**src/rtl/rr_arbiter16_if.sv**
```systemverilog
// rr_arbiter16_if: request/grant bundle between requesters (master) and the round-robin arbiter (slave).
interface rr_arbiter16_if;
    logic        enable_i;
    logic [15:0] req_i;
    logic        release_i;
    logic [15:0] grant_o;
    logic [3:0]  grant_idx_o;
    logic        grant_valid_o;
    modport master (output enable_i, req_i, release_i, input grant_o, grant_idx_o, grant_valid_o);
    modport slave  (input enable_i, req_i, release_i, output grant_o, grant_idx_o, grant_valid_o);
endinterface

```
**src/rtl/rr_arbiter16.sv**
```systemverilog
// rr_arbiter16: 16-way round-robin arbiter with bounded hold time and registered one-hot/index grant.
module rr_arbiter16 #(
    parameter int unsigned MAX_HOLD = 8
) (
    input logic         clk,
    input logic         rst_n,
    rr_arbiter16_if.slave bus
);
    typedef enum logic {IDLE, BUSY} state_t;
    state_t      state_q, state_d;
    logic [3:0]  ptr_q, ptr_d, idx_q, idx_d, sel;
    logic [4:0]  hold_q, hold_d;
    logic [15:0] grant_q, grant_d;
    logic        valid_q, valid_d, found, term;
    // Walk offsets high to low so the lowest offset from ptr wins.
    always_comb begin
        sel   = '0;
        found = 1'b0;
        for (int i = 15; i >= 0; i--) begin
            if (bus.req_i[ptr_q + 4'(i)]) begin
                sel   = ptr_q + 4'(i);
                found = 1'b1;
            end
        end
    end
    assign term = bus.release_i | ~bus.req_i[idx_q] | ~bus.enable_i | (hold_q == 5'(MAX_HOLD - 1));
    always_comb begin
        state_d = state_q;
        ptr_d   = ptr_q;
        idx_d   = idx_q;
        hold_d  = hold_q;
        grant_d = grant_q;
        valid_d = valid_q;
        case (state_q)
            IDLE: if (bus.enable_i && found) begin
                state_d = BUSY;
                idx_d   = sel;
                grant_d = 16'd1 << sel;
                valid_d = 1'b1;
                hold_d  = '0;
            end
            BUSY: if (term) begin
                state_d = IDLE;
                ptr_d   = idx_q + 4'd1;
                idx_d   = '0;
                grant_d = '0;
                valid_d = 1'b0;
                hold_d  = '0;
            end else begin
                hold_d  = hold_q + 5'd1;
            end
            default: state_d = IDLE;
        endcase
    end
    always_ff @(posedge clk or negedge rst_n) begin
        if (!rst_n) begin
            state_q <= IDLE;
            ptr_q   <= '0;
            idx_q   <= '0;
            hold_q  <= '0;
            grant_q <= '0;
            valid_q <= 1'b0;
        end else begin
            state_q <= state_d;
            ptr_q   <= ptr_d;
            idx_q   <= idx_d;
            hold_q  <= hold_d;
            grant_q <= grant_d;
            valid_q <= valid_d;
        end
    end
    assign bus.grant_o       = grant_q;
    assign bus.grant_idx_o   = idx_q;
    assign bus.grant_valid_o = valid_q;
endmodule

```
**src/flat_wrapper.sv**
```systemverilog
// flat-port wrapper written by rule: the top's interface ports become plain ports
module rr_arbiter16_flat 
#(
    parameter int unsigned MAX_HOLD = 8
)
  (clk, rst_n, bus_enable_i, bus_req_i, bus_release_i, bus_grant_o, bus_grant_idx_o, bus_grant_valid_o);
  rr_arbiter16_if bus_i ();
  input logic clk;
  input logic rst_n;
  input wire logic [$bits(bus_i.enable_i)-1:0] bus_enable_i;
  input wire logic [$bits(bus_i.req_i)-1:0] bus_req_i;
  input wire logic [$bits(bus_i.release_i)-1:0] bus_release_i;
  output wire logic [$bits(bus_i.grant_o)-1:0] bus_grant_o;
  output wire logic [$bits(bus_i.grant_idx_o)-1:0] bus_grant_idx_o;
  output wire logic [$bits(bus_i.grant_valid_o)-1:0] bus_grant_valid_o;
  assign bus_i.enable_i = bus_enable_i;
  assign bus_i.req_i = bus_req_i;
  assign bus_i.release_i = bus_release_i;
  assign bus_grant_o = bus_i.grant_o;
  assign bus_grant_idx_o = bus_i.grant_idx_o;
  assign bus_grant_valid_o = bus_i.grant_valid_o;
  rr_arbiter16 #(.MAX_HOLD(MAX_HOLD)) u_core (.clk(clk), .rst_n(rst_n), .bus(bus_i));
endmodule
```
**config.mk**
```make
export PLATFORM = sky130hd
export DESIGN_NAME = rr_arbiter16_flat
export DESIGN_NICKNAME = d
export VERILOG_FILES = /design/src/rtl/rr_arbiter16_if.sv /design/src/rtl/rr_arbiter16.sv /design/src/flat_wrapper.sv
export SDC_FILE = /design/constraint.sdc
export NUM_CORES = 1
export LEC_CHECK = 0
export CAP_MARGIN = 20
export CORE_MARGIN = 3
export CORE_UTILIZATION = 40
export DETAILED_ROUTE_END_ITERATION = 7
export DONT_BUFFER_PORTS = 1
export PLACE_DENSITY_LB_ADDON = 0.2
export SLEW_MARGIN = 5
export SYNTH_ARGS = -nofsm -noshare
export SYNTH_HDL_FRONTEND = slang
export SYNTH_SLANG_ARGS = --single-unit
```
**constraint.sdc**
```tcl
create_clock -name clk -period 4.4 [get_ports clk]
set_clock_uncertainty 0.1 [all_clocks]
set_input_delay 1.32 -clock clk [delete_from_list [all_inputs] [get_ports clk]]
set_output_delay 1.32 -clock clk [all_outputs]
set_load 0.01 [all_outputs]
```
==> impl_metrics.py, run 1 <==
metrics = {
    "timing": {
        "slew_headroom_pct": 52.2,
        "grt_setup_unrepaired": "false",
        "tns_ns": 0,
        "finalSetupViolations": 0,
        "final-hold-violation-count": 0,
        "max_freq_ghz": 0.244,
        "drv_slew": 0,
        "finalCritPeriodShare_pct": 93.0,
        "worst_pin_slew_ns": 0.712,
        "period_needed_ns": 4.09,
    },
    "cts": {
        "clkTransAtPathRegs_ns": 0.07,
        "cts_buffer_depth": 2,
        "cts_root_buf": "clkbuf_8",
        "hold_buffers": 0,
        "numClockSinks": 31,
        "cts_tree": "yes",
        "clk_latency_ns": 0.28,
        "cts_buffers": 5,
        "h-tree-depth": 2,
    },
    "logic_synthesis": {
        "synth_area_sq_um": 4230,
        "yosys.cell_count.top_type": "nand2_1",
        "synth_fp_nets": 491,
        "synth-main-ff-cell": "dfrtp_1",
        "yosysTopAreaCell": "dfrtp_1",
        "yosys-top-cells-area": "dfrtp_1, mux4_2, mux2i_1",
        "seq_area_frac_synth_pct": 18.3,
        "yosys_warnings": 0,
        "synth_seq_cells": 31,
        "syn_inst": 462,
        "async_flop_share_pct": 100,
        "yosysTopAreaCellShare_pct": 18.3,
        "synth_common_cells": "nand2_1, mux2i_1, dfrtp_1, mux4_2, o21ai_0",
        "synth_edf_count": 0,
        "ys_types": 79,
        "syn_area_per_cell_sq_um": 9.16,
    },
    "worst_setup_path": {
        "worstSetupPathType": "reg -> reg",
        "r2r-start": "u_core.ptr_q[2]",
        "crit_start": "u_core.ptr_q[2]",
        "cp.required_ns": 4.51,
        "critPathCapture": "u_core.bus.grant_o[7]",
        "rrSetupSlack_ns": 0.31,
        "end_kind": "register",
        "start_kind": "register",
        "r2r_end": "u_core.bus.grant_o[7]",
        "cp_max_fo": 10,
        "r2r.worst_path.cells": 11,
        "crit_arrival_ns": 4.21,
    },
    "route": {
        "drtPass1Iterations": 7,
        "vias": 3999,
        "wire_per_inst_um": 21.9,
        "drcViolationCount": 0,
        "detail-route-antenna-nets": 0,
        "drt-initial-drc-count": 497,
        "wl_mm": 13.4,
        "viasPerCell": 6.56,
    },
    "die": {
        "fp-row-count": 36,
        "dieArea_sq_um": 11800,
        "start_util_pct": 42.1,
        "pin_count": 41,
        "core_area_sq_um": 10000,
        "die_h_um": 109,
        "die_w_um": 109,
    },
    "global_route": {
        "antenna_found_initial": 0,
        "grt_pass1_wl_mm": 21.1,
        "gr-usage-all-layers_pct": 22.9,
        "grt_pass1_vias": 3753,
        "grt_max_degree": 48,
        "gr-total-overflow": 0,
    },
    "placed_design": {
        "port_buffers": 0,
        "placed_area_sq_um": 4480,
        "gp_congestion": 0.988,
        "dp_hpwl_mm": 10.5,
    },
    "layout": {
        "fin_nets": 505,
        "stdcell_area_sq_um": 4610,
        "layout-drive-gt1-share_pct": 23.3,
        "antenna_cells": 0,
        "syn2layout_area_growth_pct": 8.99,
    },
    "hold_path": {
        "min_path_type": "reg -> reg",
    },
    "status": {
        "status": "complete, no violations",
    },
    "run": {
        "maxCapViolations": 0,
    },
}
layout make-up:
type	instances	area, sq um
timing repair buffer	31	245
clock inverter	2	35.0
tap	133	166
clock buffer	6	82.6
sequential	31	777
inverter	20	75.1
fill	949	5430
multi-input combinational	387	3230
through the flow:
stage / worst slack, ns / hold WS (ns) / utilization [%] / std cells
global placement: 0.189 / 0.407 / 44.6 / 600
floorplan: 0.164 / 0.387 / - / 462
CTS: 0.267 / 0.430 / 45.8 / 608
global route: 0.00874 / 0.464 / 45.9 / 610
finish: 0.308 / 0.427 / 45.9 / 610
detailed placement: 0.180 / 0.417 / 44.6 / 600
metal layers:
layer	up-vias	track usage [%]	wire length [um]
li1	1832	-	-
met1	1957	33.0	5810
met2	189	36.1	6160
met3	21	4.80	1180
met4	0	3.79	225
met5	-	0	0
worst max-delay path: stages (launching register included):
cell,delay (ns)
dfrtp_1,0.58
clkinv_1,0.15
ha_1,0.20
a21oi_1,0.32
xor2_1,0.28
mux4_2,0.64
and2_1,0.23
and4_1,0.20
a311oi_4,0.47
o221ai_1,0.27
or3_1,0.42
o21ai_1,0.15
sequential cells by signal, indices dropped and copies added, names as in the netlist:
| register | flops |
|---|---|
| u_core.bus.grant_idx_o | 4 |
| u_core.bus.grant_o | 16 |
| u_core.bus.grant_valid_o | 1 |
| u_core.hold_q | 5 |
| u_core.ptr_q | 4 |
| u_core.state_q | 1 |
how the worst min path moves through the flow:
| stage | from | to | slack, ns | cells past startpoint |
|---|---|---|---|---|
| 2_1_floorplan | u_core.hold_q[0] | u_core.hold_q[0] | 0.39 | 1 |
| 3_3_place_gp | u_core.hold_q[4] | u_core.hold_q[4] | 0.41 | 2 |
| 3_5_place_dp | u_core.hold_q[1] | u_core.hold_q[1] | 0.42 | 1 |
| 4_1_cts | u_core.hold_q[0] | u_core.hold_q[0] | 0.43 | 1 |
| 5_1_grt | u_core.hold_q[0] | u_core.hold_q[0] | 0.46 | 1 |
| 6_report | u_core.hold_q[0] | u_core.hold_q[0] | 0.43 | 1 |
what timing repair did:
item | 4_1_cts | 5_1_grt
setup endpoints to repair | 0 | 2
resized for setup | 0 | 0
setup buffers | 0 | 2
kinds of logic after synthesis:
logic type                 after synthesis  synth area share (%)
adders and majority gates                9                  2.66
buffers and inverters                   44                  5.32
DFF                                     31                  18.3
and+or+nand+nor                        146                  17.6
muxes                                   83                  29.7
AOI/OAI and AO/OA                      132                  22.7
xor gates and xnor gates                17                  3.70
cells in the final DEF, fill, tap and decap left out, types with 4 or more instances in the layout:
cell	n
inv_1	16
o21ai_1	9
ha_1	9
buf_4	30
nand2_1	45
nor4_1	5
mux2i_1	32
a21oi_1	15
mux4_2	31
nor3_1	10
xnor2_1	8
a211o_1	4
dfrtp_1	30
nor2_1	26
o21a_1	5
o21ai_0	27
a211oi_1	6
nand3_1	18
xor2_1	8
clkbuf_8	6
and3_1	5
a31oi_1	7
nor2b_1	5
o22ai_1	4
mux2_2	18
a22o_1	6
nand2b_1	8
o221ai_1	4
Power of run 1 is not shown: default switching activity piles up to over one toggle a cycle in this logic, so the estimate is an artifact.
==> run 2, diff against run 1 <==
==> constraint.sdc (replaced) <==
create_clock -name clk -period 4.6 [get_ports clk]
set_clock_uncertainty 0.1 [all_clocks]
set_input_delay 1.38 -clock clk [delete_from_list [all_inputs] [get_ports clk]]
set_output_delay 1.38 -clock clk [all_outputs]
set_load 0.01 [all_outputs]
==> impl_metrics.py, run 2 (same netlist as run 1, synthesis figures left out) <==
metrics = {
    "die": {
        "die_w_um": 109,
        "core_area_sq_um": 10000,
        "die_h_um": 109,
        "start_util_pct": 42.1,
        "pin_count": 41,
        "dieArea_sq_um": 11800,
        "fp-row-count": 36,
    },
    "worst_setup_path": {
        "start_kind": "register",
        "crit_arrival_ns": 4.33,
        "r2r.worst_path.cells": 12,
        "cp_max_fo": 10,
        "end_kind": "register",
        "cp.required_ns": 4.66,
        "cp_slowest_cell": "ha_1",
        "worstSetupPathType": "reg -> reg",
        "crit_path_cell_trace": "inv_2, ha_1, buf_4, mux4_2, mux2_2, mux2i_1, o21ai_0, o221ai_1, a221oi_1, nor4_1, nor3_1, a22o_1",
        "max_stage_delay_ns": 0.60,
    },
    "timing": {
        "drv_slew": 0,
        "finalCritPeriodShare_pct": 92.9,
        "worst_pin_slew_ns": 0.754,
        "setup_ws_ns": 0.327,
        "max_freq_ghz": 0.234,
        "finalSetupViolations": 0,
        "slew_headroom_pct": 49.4,
        "period_needed_ns": 4.27,
        "final-hold-violation-count": 0,
        "tns_ns": 0,
        "grt_setup_unrepaired": "false",
    },
    "layout": {
        "stdcell_area_sq_um": 4540,
        "layout-drive-gt1-share_pct": 21.6,
        "antenna_cells": 0,
        "largest_reg_flops": 16,
        "layout_commonest_cell": "nand2_1",
        "mostFrequentLayoutCells": "nand2_1, mux2i_1, mux4_2",
        "syn2layout_area_growth_pct": 7.21,
        "fin_nets": 495,
        "fillers": 958,
        "fin_cells": 600,
    },
    "cts": {
        "post_cts.repair.setup_buffers": 0,
        "hold_buffers": 0,
        "cts_buffers": 5,
        "clkTransAtPathRegs_ns": 0.07,
        "cts_buffer_depth": 2,
        "post_cts_resized": 0,
        "numClockSinks": 31,
        "clk_latency_ns": 0.28,
        "cts_root_buf": "clkbuf_8",
        "cts_tree": "yes",
        "h-tree-depth": 2,
    },
    "global_route": {
        "grt_max_degree": 48,
        "antenna_found_initial": 0,
        "grt_pass1_wl_mm": 21.2,
        "gr-total-overflow": 0,
        "grt_pass1_vias": 3776,
        "gr-usage-all-layers_pct": 23.1,
    },
    "route": {
        "detail-route-antenna-nets": 0,
        "drtPass1Iterations": 5,
        "viasPerCell": 6.72,
        "wire_per_inst_um": 22.4,
        "vias": 4034,
        "drt-initial-drc-count": 460,
        "drcViolationCount": 0,
        "wl_mm": 13.5,
    },
    "placed_design": {
        "dp_hpwl_mm": 10.3,
        "gp_congestion": 0.979,
        "port_buffers": 0,
        "detailedPlace.worstSlack_ns": 0.292,
        "placed_cells": 592,
        "placed_area_sq_um": 4420,
    },
    "status": {
        "status": "complete, no violations",
    },
    "hold_path": {
        "min_path_type": "reg -> reg",
        "hold_depth": 1,
    },
    "run": {
        "maxCapViolations": 0,
    },
}
-- run 2: final cells by class --
class | count | area, sq um | share of cell area [%]
Clock inverter | 2 | 35.0 | 0.772
Clock buffer | 6 | 82.6 | 1.82
Timing Repair Buffer | 21 | 170 | 3.75
Sequential cell | 31 | 777 | 17.1
Inverter | 20 | 75.1 | 1.65
Multi-Input combinational cell | 387 | 3230 | 71.2
Tap cell | 133 | 166 | 3.67
-- run 2: final timing paths --
path                             startpoint               endpoint  slack (ns)
min in group asynchronous             rst_n  u_core.bus.grant_o[4]        0.69
hold / removal             u_core.hold_q[1]       u_core.hold_q[1]        0.43
hold reg to reg            u_core.hold_q[1]       u_core.hold_q[1]        0.43
setup / recovery            u_core.ptr_q[0]  u_core.bus.grant_o[3]        0.33
max in group asynchronous             rst_n        u_core.ptr_q[0]        3.62
setup reg to reg            u_core.ptr_q[0]  u_core.bus.grant_o[3]        0.33
-- run 2: metrics by stage --
step	hold WS (ns)	utilization (%)
3_3_place_gp	0.408	44.0
3_5_place_dp	0.415	44.0
6_report	0.429	45.2
5_1_grt	0.465	45.2
4_1_cts	0.433	45.2
2_1_floorplan	0.387	-
-- run 2: metal layers --
layer | wire length [um] | track usage (%)
met3 | 1150 | 5.57
met4 | 454 | 7.03
met5 | 0 | 0
met1 | 5890 | 33.4
met2 | 5970 | 34.0
-- run 2: worst max-delay path: cells and delay by family, from the launching register on --
kind | cells | cell delay, ns
fa+ha+maj | 1 | 0.60
mux | 3 | 1.20
flops | 1 | 0.39
compound gates | 4 | 0.82
buf+inv | 2 | 0.34
simple gates | 2 | 0.68
Power of run 2 is left out for the same reason.
